## src/rtl/gpr_writeback_arbiter_pkg.sv

```systemverilog
// Shared types and constants for the GPR writeback arbiter and its port-B FIFO.
// The writeback entry is the FIFO payload and the registered write-port image.
package gpr_writeback_arbiter_pkg;

    localparam int unsigned REG_W    = 5;
    localparam int unsigned DATA_W   = 32;
    localparam int unsigned NUM_REGS = 32;

    localparam logic [REG_W-1:0] REG_ZERO = '0;

    // Field is 'rd' rather than 'reg' because reg is a reserved word.
    typedef struct packed {
        logic [REG_W-1:0]  rd;
        logic [DATA_W-1:0] data;
        logic [DATA_W-1:0] pc8;
    } wb_entry_t;

    function automatic logic is_live_reg(input logic [REG_W-1:0] r);
        return r != REG_ZERO;
    endfunction

endpackage

```

## src/rtl/gpr_wb_fifo.sv

```systemverilog
// Synchronous FIFO of writeback entries; push is ignored when full, pop when empty.
// Head entry is presented combinationally from the read pointer.
module gpr_wb_fifo
    import gpr_writeback_arbiter_pkg::*;
#(
    parameter int unsigned DEPTH = 4
) (
    input  logic      clock,
    input  logic      reset,
    input  logic      push,
    input  wb_entry_t push_data,
    input  logic      pop,
    output wb_entry_t head,
    output logic      full,
    output logic      empty
);

    localparam int unsigned PTR_W = $clog2(DEPTH);
    localparam int unsigned CNT_W = PTR_W + 1;
    localparam logic [CNT_W-1:0] FULL_CNT = CNT_W'(DEPTH);

    wb_entry_t        mem_q [DEPTH];
    logic [PTR_W-1:0] wptr_q;
    logic [PTR_W-1:0] rptr_q;
    logic [CNT_W-1:0] count_q;
    logic             do_push;
    logic             do_pop;

    assign full    = count_q == FULL_CNT;
    assign empty   = count_q == '0;
    assign do_push = push && !full;
    assign do_pop  = pop && !empty;
    assign head    = mem_q[rptr_q];

    // DEPTH is a power of two, so the pointers wrap naturally.
    always_ff @(posedge clock or negedge reset) begin
        if (!reset) begin
            wptr_q  <= '0;
            rptr_q  <= '0;
            count_q <= '0;
        end else begin
            if (do_push) begin
                wptr_q <= wptr_q + PTR_W'(1);
            end
            if (do_pop) begin
                rptr_q <= rptr_q + PTR_W'(1);
            end
            if (do_push && !do_pop) begin
                count_q <= count_q + CNT_W'(1);
            end else if (do_pop && !do_push) begin
                count_q <= count_q - CNT_W'(1);
            end
        end
    end

    always_ff @(posedge clock) begin
        if (do_push) begin
            mem_q[wptr_q] <= push_data;
        end
    end

endmodule

```

## src/rtl/gpr_writeback_arbiter.sv

```systemverilog
// Single write-port master for the GPR file: merges in-order pipeline results (port A)
// with buffered long-latency results (port B) and tracks pending port-B writes per register.
module gpr_writeback_arbiter
    import gpr_writeback_arbiter_pkg::*;
#(
    parameter int unsigned DEPTH        = 4,
    parameter int unsigned CNT_W        = 2,
    parameter int unsigned STARVE_LIMIT = 8
) (
    input  logic              clock,
    input  logic              reset,
    input  logic              aValid,
    input  logic [REG_W-1:0]  aReg,
    input  logic [DATA_W-1:0] aData,
    input  logic [DATA_W-1:0] aPc8,
    output logic              stallA,
    input  logic              bValid,
    output logic              bReady,
    input  logic [REG_W-1:0]  bReg,
    input  logic [DATA_W-1:0] bData,
    input  logic [DATA_W-1:0] bPc8,
    input  logic              issueValid,
    input  logic [REG_W-1:0]  issueReg,
    output logic              issueReady,
    input  logic [REG_W-1:0]  queryReg1,
    input  logic [REG_W-1:0]  queryReg2,
    output logic              busy1,
    output logic              busy2,
    output logic [REG_W-1:0]  wr,
    output logic [DATA_W-1:0] wrData,
    output logic [DATA_W-1:0] pc8,
    output logic              wrEnable
);

    localparam int unsigned STARVE_W = $clog2(STARVE_LIMIT + 1);
    localparam logic [STARVE_W-1:0] STARVE_MAX = STARVE_W'(STARVE_LIMIT);
    localparam logic [CNT_W-1:0] CNT_MAX = '1;

    wb_entry_t a_entry;
    wb_entry_t b_entry;
    wb_entry_t head;
    wb_entry_t wb_d;
    wb_entry_t wb_q;
    logic      we_d;
    logic      we_q;

    logic fifo_full;
    logic fifo_empty;
    logic push;
    logic pop;
    logic a_win;

    logic [STARVE_W-1:0] starve_d;
    logic [STARVE_W-1:0] starve_q;
    logic                stall_d;
    logic                stall_q;

    logic [CNT_W-1:0]    cnt_d [NUM_REGS];
    logic [CNT_W-1:0]    cnt_q [NUM_REGS];
    logic [NUM_REGS-1:0] inc_vec;
    logic [NUM_REGS-1:0] dec_vec;

    assign a_entry = '{rd: aReg, data: aData, pc8: aPc8};
    assign b_entry = '{rd: bReg, data: bData, pc8: bPc8};

    assign a_win  = aValid && is_live_reg(aReg);
    assign bReady = !fifo_full;
    // $0 results are handshaken but never stored.
    assign push   = bValid && !fifo_full && is_live_reg(bReg);
    assign pop    = !a_win && !fifo_empty;

    gpr_wb_fifo #(
        .DEPTH(DEPTH)
    ) u_fifo (
        .clock    (clock),
        .reset    (reset),
        .push     (push),
        .push_data(b_entry),
        .pop      (pop),
        .head     (head),
        .full     (fifo_full),
        .empty    (fifo_empty)
    );

    always_comb begin
        wb_d = wb_q;
        we_d = 1'b0;
        if (a_win) begin
            wb_d = a_entry;
            we_d = 1'b1;
        end else if (pop) begin
            wb_d = head;
            we_d = 1'b1;
        end
    end

    // Saturating at the limit keeps stallA asserted if upstream ignores it.
    always_comb begin
        starve_d = starve_q;
        if (fifo_empty || pop) begin
            starve_d = '0;
        end else if (a_win && starve_q != STARVE_MAX) begin
            starve_d = starve_q + STARVE_W'(1);
        end
        stall_d = starve_d == STARVE_MAX;
    end

    assign issueReady = cnt_q[issueReg] != CNT_MAX;
    assign busy1      = cnt_q[queryReg1] != '0;
    assign busy2      = cnt_q[queryReg2] != '0;

    always_comb begin
        inc_vec = '0;
        dec_vec = '0;
        if (issueValid && issueReady && is_live_reg(issueReg)) begin
            inc_vec[issueReg] = 1'b1;
        end
        if (pop && cnt_q[head.rd] != '0) begin
            dec_vec[head.rd] = 1'b1;
        end
        for (int r = 0; r < NUM_REGS; r++) begin
            cnt_d[r] = cnt_q[r];
            if (inc_vec[r] && !dec_vec[r]) begin
                cnt_d[r] = cnt_q[r] + CNT_W'(1);
            end else if (dec_vec[r] && !inc_vec[r]) begin
                cnt_d[r] = cnt_q[r] - CNT_W'(1);
            end
        end
        // Slot 0 exists only so lookups need no special case.
        cnt_d[0] = '0;
    end

    always_ff @(posedge clock or negedge reset) begin
        if (!reset) begin
            wb_q     <= '0;
            we_q     <= 1'b0;
            starve_q <= '0;
            stall_q  <= 1'b0;
            for (int r = 0; r < NUM_REGS; r++) begin
                cnt_q[r] <= '0;
            end
        end else begin
            wb_q     <= wb_d;
            we_q     <= we_d;
            starve_q <= starve_d;
            stall_q  <= stall_d;
            for (int r = 0; r < NUM_REGS; r++) begin
                cnt_q[r] <= cnt_d[r];
            end
        end
    end

    assign wr       = wb_q.rd;
    assign wrData   = wb_q.data;
    assign pc8      = wb_q.pc8;
    assign wrEnable = we_q;
    assign stallA   = stall_q;

endmodule

```

## config.mk

```make
export PLATFORM = sky130hd
export DESIGN_NAME = gpr_writeback_arbiter
export DESIGN_NICKNAME = d
export VERILOG_FILES = /design/src/rtl/gpr_writeback_arbiter_pkg.sv /design/src/rtl/gpr_wb_fifo.sv /design/src/rtl/gpr_writeback_arbiter.sv
export SDC_FILE = /design/constraint.sdc
export NUM_CORES = 1
export LEC_CHECK = 0
export ABC_AREA = 1
export CAP_MARGIN = 30
export CORE_UTILIZATION = 59
export CTS_CLUSTER_DIAMETER = 40
export DETAILED_ROUTE_END_ITERATION = 8
export PLACE_DENSITY = 0.8
export SLEW_MARGIN = 20
export SYNTH_ARGS = -nofsm -noshare
export SYNTH_HDL_FRONTEND = slang
export SYNTH_SLANG_ARGS = --single-unit
```

## constraint.sdc

```tcl
create_clock -name clock -period 7.3 [get_ports clock]
set_clock_uncertainty 0.15 [all_clocks]
set_input_delay 1.46 -clock clock [delete_from_list [all_inputs] [get_ports clock]]
set_output_delay 1.46 -clock clock [all_outputs]
set_load 0.1 [all_outputs]
```

==> impl_results.md, run 1 <==
- Status: finished clean
- Max FO, Critical Path: 16
- Min-Delay Path Class: reg -> reg
- Count leader, synth: nand2_1
- WP data required: around 5.7 ns
- Share of cells above drive strength 1: between 8 and 9%
- Die width: between 150 and 200 um
- Max Root-Sink Buffers: 3
- Die extent in y: about 180 um
- GRT Overall Usage: between 30% and 40%
- Largest net degree at the start of global routing: around 140
- Multi-input gate area: between 6000 and 7000 um2
- Worst slew pin tran: ~1.1 ns
- Root Buffer: clkbuf_16
- Post-Synthesis Cells: 1915
- Clock sink count: 420
- Setup_tns: 0 ns
- Port buffer count: 232
- Crit path time final: 6.03 ns
- Area leader, netlist: edfxtp_1
- HPWL Detailed: roughly 37 mm
- Core ar.: 32500 um2
- Number of global-route vias before repair: approximately 16000
- Final Hold Vio Count: 0
- Post-synth EDFFs: between 200 and 300
- P_sw: ~5.4 mW
- Mapped Nets: between 2000 and 2500
- Static Leakage: just over 9 nW
- DR vias: 15903
- Net Sw Frac: about 46%
- Arrival time at the worst endpoint: approximately 4.4 ns
- Maximum vdd ir drop: approximately 0.38 mV
- Post CTS Setup Buffer Count: 0
- Antenna violations before repair: 3
- Register area share after synthesis: 61.1%
- CTS Hold Buffers Added: 0
- First-pass GRT wire length: slightly below 90 mm
- Pins over their slew limit: 0
- DIE AREA: between 30000 and 40000 um2
- Initial Util: roughly 60%
- Pwr/cell area: roughly 480 nW/um2
- Int Pwr: 6.24 mW
- Combinational Power Share: between 40% and 50%
- Fillers: 2219
- Vias per inst: 6.07
- Post-Syn Area: just under 20000 um2
- GP Congestion: approximately 1.0
- Async set-reset flop share out of synthesis: roughly a third
- Fin util: around three quarters
- Number of DRC markers in iteration 0: 1600
- DRC viols: 0
- CTS tree: yes
- Period utilisation layout: approximately 83%
- # rows: 66
- CTS Buf Count: 53
- Average size of a mapped cell: a little over 10 um2
- WL/cell: between 20 and 25 um
- Final wirelength: roughly 58 mm
- Flop pwr share: between 30 and 40%
- Syn. warnings: 0
- Total gr overflow: 0
- Pwr Total: 11.6 mW
- Post-synth top area share: between 40% and 50%
- Layout area overhead: 23.9%
- Ys flop type: edfxtp_1
- Clock slew at reported path FFs: about 0.06 ns
- FF+latch count, synth: 420
- FF+latch area: roughly 12000 um2
- RSZ-0062 raised after global routing: false
- H-tree Lvls: 2
- Fmax: between 0.15 and 0.2 GHz
- Post-synth top cells: nand2_1, edfxtp_1, o21ai_0, nor2_1, dfrtp_1
- Critical path class: in -> out
- Post-synthesis cell type count: 45
- Synth area leaders: edfxtp_1, dfrtp_1, nand2_1, o21ai_0, nor2_1
- Final setup vio count: 0
- # IOs: ~230
- Clock power frac: between 20% and 30%
- Clk Latency, worst-skew pair: roughly 0.60 ns
- NumNets Final: ~2300
- Startpoint class of the critical path: input port
- PostCTS Resize Cnt: 0
- Max-cap violation count: 0
- DRT Pass-1 Iters: 7
- DRT antenna net count: 0
- Critical path capture point type: primary output
- Rel. slew slack: around 28%
final cells by class:
| type | instances | share of cell area [%] |
|---|---|---|
| Sequential cell | 420 | 49.3 |
| Inverter | 111 | 1.76 |
| Antenna cell | 1 | 0.0104 |
| Multi-Input combinational cell | 1291 | 27.9 |
| Clock buffer | 70 | 6.10 |
| Timing Repair Buffer | 256 | 11.0 |
| Clock inverter | 30 | 1.66 |
| Tap cell | 442 | 2.29 |
metal layers:
metal	track usage, %	vias up	part of all wire, %
li1	-	7153	-
met1	44.8	7787	38
met2	57.6	810	50
met3	7.33	149	8.4
met4	15.1	4	3.6
met5	0	-	0.043
sequential cells by signal (all words and copies together) (netlist names):
signal	flops
wrEnable	1
wrData	32
u_fifo.mem_q	276
u_fifo.rptr_q	2
wr	5
starve_q	4
u_fifo.wptr_q	2
stallA	1
u_fifo.count_q	3
pc8	32
cnt_q	62
metrics by stage:
| stage | instance area, um2 | cells | worst slack [ns] | hold WS, ns |
|---|---|---|---|---|
| after floorplan | 19500 | 1915 | 1.55 | 0.296 |
| after global placement | 22100 | 2511 | 1.32 | 0.310 |
| after detailed placement | 22200 | 2515 | 1.33 | 0.313 |
| after CTS | 24000 | 2615 | 1.32 | 0.323 |
| after global routing | 24100 | 2621 | 1.08 | 0.342 |
| final | 24100 | 2621 | 1.27 | 0.319 |
power groups by stage:
stage,registers [mW],clock network (mW),logic (mW)
after global routing,3.80,2.84,5.45
after detailed placement,3.75,0,5.00
final,3.75,2.73,5.14
after CTS,3.72,2.74,5.04
after floorplan,4.85,0,2.42
after global placement,3.74,0,4.88
cells by family (layout without fill, tap and decap cells):
family	Yosys count	in the layout	share of synthesized area [%]
simple gates	726	726	15.8
compound gates	457	457	12.9
flops	420	420	61.1
buf+inv	204	467	4.59
xor+xnor	68	68	3.06
fa+ha+maj	39	39	2.54
mux	1	1	0.0578
other cells	0	1	0
cells in the final DEF, fill, tap and decap left out, types with 7 or more instances in the layout:
| cell | n |
|---|---|
| nand3_1 | 72 |
| o21ai_0 | 236 |
| bufinv_16 | 7 |
| a21oi_1 | 91 |
| nand2_1 | 356 |
| o21ai_1 | 16 |
| nand2_2 | 8 |
| a31oi_1 | 7 |
| buf_4 | 14 |
| ha_1 | 38 |
| edfxtp_1 | 276 |
| inv_1 | 101 |
| nand4_1 | 36 |
| dfrtp_1 | 142 |
| o311ai_0 | 12 |
| clkbuf_1 | 11 |
| clkbuf_16 | 55 |
| o22ai_1 | 74 |
| xor2_1 | 34 |
| nor3_1 | 17 |
| clkinv_2 | 8 |
| clkdlybuf4s50_1 | 230 |
| nor2_4 | 7 |
| nor2_2 | 32 |
| nor2_1 | 190 |
| xnor2_1 | 34 |
worst max-delay path, stage by stage:
cell and delay [ns]:
clkdlybuf4s50_1 0.64, inv_1 0.48, o311ai_0 0.23, nand3_1 0.13
nand2_1 0.06, a21oi_1 0.12, o21ai_0 0.09, nand2_1 0.07
clkdlybuf4s50_1 1.12
path summary, 6_finish.rpt:
path                                              startpoint                      to  slack [ns]  cells after the start
worst min-delay path                   cnt_q[26]$_DFFE_PN0P_   cnt_q[26]$_DFFE_PN0P_        0.32                      1
min in group asynchronous                              reset   starve_q[1]$_DFF_PN0_        0.54                      1
worst min register to register         cnt_q[26]$_DFFE_PN0P_   cnt_q[26]$_DFFE_PN0P_        0.32                      1
worst max register to register  u_fifo.rptr_q[0]$_DFFE_PN0P_   cnt_q[59]$_DFFE_PN0P_        2.13                     19
worst max-delay path                            queryReg2[1]                   busy2        1.27                      9
max in group asynchronous                              reset  wrData[15]$_DFFE_PN0P_        5.41                      2
No activity file was read; power rests on OpenSTA's default activity.
==> run 2, diff against run 1 <==
CORE_UTILIZATION = 51   (was 59)
PLACE_DENSITY = 0.73   (was 0.8)
clock period = 5.07 ns   (was 7.3 ns; I/O delays follow)
==> impl_results.md, run 2 (synthesized netlist as in run 1, its figures left out) <==
- Status: finished clean
- Clock sink count: 420 (unchanged)
- Layout area overhead: 26.5%
- Total gr overflow: 0 (unchanged)
- DRC viols: 0 (unchanged)
- GP Congestion: 0.993 (-5.0%)
- Arrival time at the worst endpoint: 3.36 ns (-1.06 ns)
- CTS Buf Count: 59 (+11%)
- # rows: 71 (+7.6%)
- Period utilisation layout: around nine tenths
- Global-route layer with the greatest usage: met2
- PostCTS Resize Cnt: 0 (unchanged)
- RSZ-0062 raised after global routing: false
- Antenna violations before repair: 8 (+5)
- WP data required: 3.91 ns (-1.78 ns)
- Pins over their slew limit: 0 (unchanged)
- Die extent in y: 197 um (+7.5%)
- Reg2reg setup slack: 0.97 ns (-1.16 ns)
- Final wirelength: 56.1 mm (-3.6%)
- Core ar.: 37700 um2 (+16%)
- Post CTS Setup Buffer Count: 0 (unchanged)
- Setup_tns: 0 ns (unchanged)
- Critical path class: in -> out
- Worst r2r path cells: 18 (-1)
- First-pass GRT wire length: 86.7 mm (-1.8%)
- Pre-CTS WS: 0.617 ns (-0.711 ns)
- Max Root-Sink Buffers: 3 (unchanged)
- # IOs: 233 (unchanged)
- Number of DRC markers in iteration 0: 1301 (-19%)
- WL/cell: 20.6 um (-7.3%)
- Critical path capture point type: primary output
- Largest regs: u_fifo.mem_q: 276 flops, cnt_q: 62 flops
- Initial Util: 51.7% (-8.2 points)
- HPWL Detailed: 36.8 mm (-1.1%)
- CTS Hold Buffers Added: 0 (unchanged)
- Vias per inst: 5.64 (-7.1%)
- Final setup margin: 0.551 ns (-0.722 ns)
- Hold_sp: cnt_q[56]$_DFFE_PN0P_
- Final Hold Vio Count: 0 (unchanged)
- DIE AREA: 39000 um2 (+16%)
- RR Endpoint: cnt_q[13]$_DFFE_PN0P_
- Max-cap violation count: 0 (unchanged)
- Clock slew at reported path FFs: 0.06 ns (about the same)
- DR vias: 15358 (-3.4%)
- Max reg flops: 276 (unchanged)
- Number of global-route vias before repair: 15364 (-1.4%)
- Max FO, Critical Path: 17 (+1)
- Hold path cells: 1 (unchanged)
- Startpoint class of the critical path: input port
- DRT Pass-1 Iters: 5 (-2)
- Most flop-heavy register: u_fifo.mem_q
- Met1 GRT Util: 39.1% (-5.7 points)
- CTS tree: yes
- Crit path time final: approximately 4.5 ns
- DRT antenna net count: 0 (unchanged)
- Root Buffer: clkbuf_16
- Pwr/cell area: 693 nW/um2 (+44%)
- Reg2reg start: u_fifo.rptr_q[0]$_DFFE_PN0P_
- Maximum vdd ir drop: 0.541 mV (+42%)
- Largest net degree at the start of global routing: 93 (-32%)
- Met3 usage: 6.21% (-1.1 points)
- Rel. slew slack: 28.1% (about the same)
- Most common cell after layout, fill and taps aside: nand2_1
- Die width: 197 um (+7.5%)
- Final setup vio count: 0 (unchanged)
- GRT Overall Usage: 29.3% (-5.6 points)
- NumNets Final: 2356 (+1.1%)
- H-tree Lvls: 2 (unchanged)
- Most frequent cells in the layout: nand2_1, edfxtp_1, o21ai_0
- Clk Latency, worst-skew pair: 0.62 ns (+0.02 ns)
- Port buffer count: 232 (unchanged)
- Share of cells above drive strength 1: 9.68% (+1.5 points)
- Sink of the worst hold path: cnt_q[56]$_DFFE_PN0P_
- Worst slew pin tran: 1.08 ns (+0.000407 ns)
- Static Leakage: 9.46 nW (+2.4%)
- Min-Delay Path Class: reg -> reg
- Fmax: approximately 0.22 GHz
- Routing usage on met2: 47.5% (-10 points)
-- run 2: area by class of cell --
cell class                      count  area [um2]
Sequential cell                   420       11900
Clock buffer                       69        1560
Multi-Input combinational cell   1291        6730
Antenna cell                        4        10.0
Fill cell                        3032       13000
Inverter                          111         424
Tap cell                          511         639
Timing Repair Buffer              276        2800
Clock inverter                     43         578
-- run 2: through the flow --
step,cell area (um2),hold slack [ns],utilization [%],total power [mW],cells
final,24600,0.323,65.4,17.1,2725
after global routing,24600,0.350,65.4,17.9,2723
after CTS,24600,0.325,65.3,17.1,2720
after detailed placement,22500,0.314,59.6,12.6,2608
after global placement,22300,0.309,59.3,12.5,2604
after floorplan,19500,0.296,-,10.5,1915
-- run 2: worst max-delay path by stage --
stage               cells past startpoint  slack, ns                     startpoint                      endpoint
floorplan                               4      0.005  u_fifo.count_q[0]$_DFFE_PN0P_  u_fifo.mem_q[0][0]$_DFFE_PP_
global placement                        7       0.53                    issueReg[0]                    issueReady
detailed placement                      7       0.62                    issueReg[0]                    issueReady
CTS                                     7       0.61                    issueReg[0]                    issueReady
global route                            7       0.45                    issueReg[1]                    issueReady
finish                                  7       0.55                    issueReg[0]                    issueReady
-- run 2: critical path, stage by stage --
cell and delay, ns:
clkdlybuf4s50_1 0.47, nand2_1 0.55, o22ai_1 0.14, o21ai_0 0.42, nand4_1 0.17, o21ai_2 0.24
buf_4 0.34
-- run 2: layer usage --
layer,vias to the layer above,wire [um]
met5,-,38
met2,596,26800
met3,96,4590
li1,7207,-
met1,7453,23300
met4,6,1430
-- run 2: power breakdown --
group | switching (mW) | total (mW) | leakage [nW] | internal (mW)
combinational | 5.45 | 7.41 | 4.23 | 1.96
clock | 1.65 | 4.37 | 1.03 | 2.72
sequential | 0.620 | 5.28 | 4.20 | 4.66
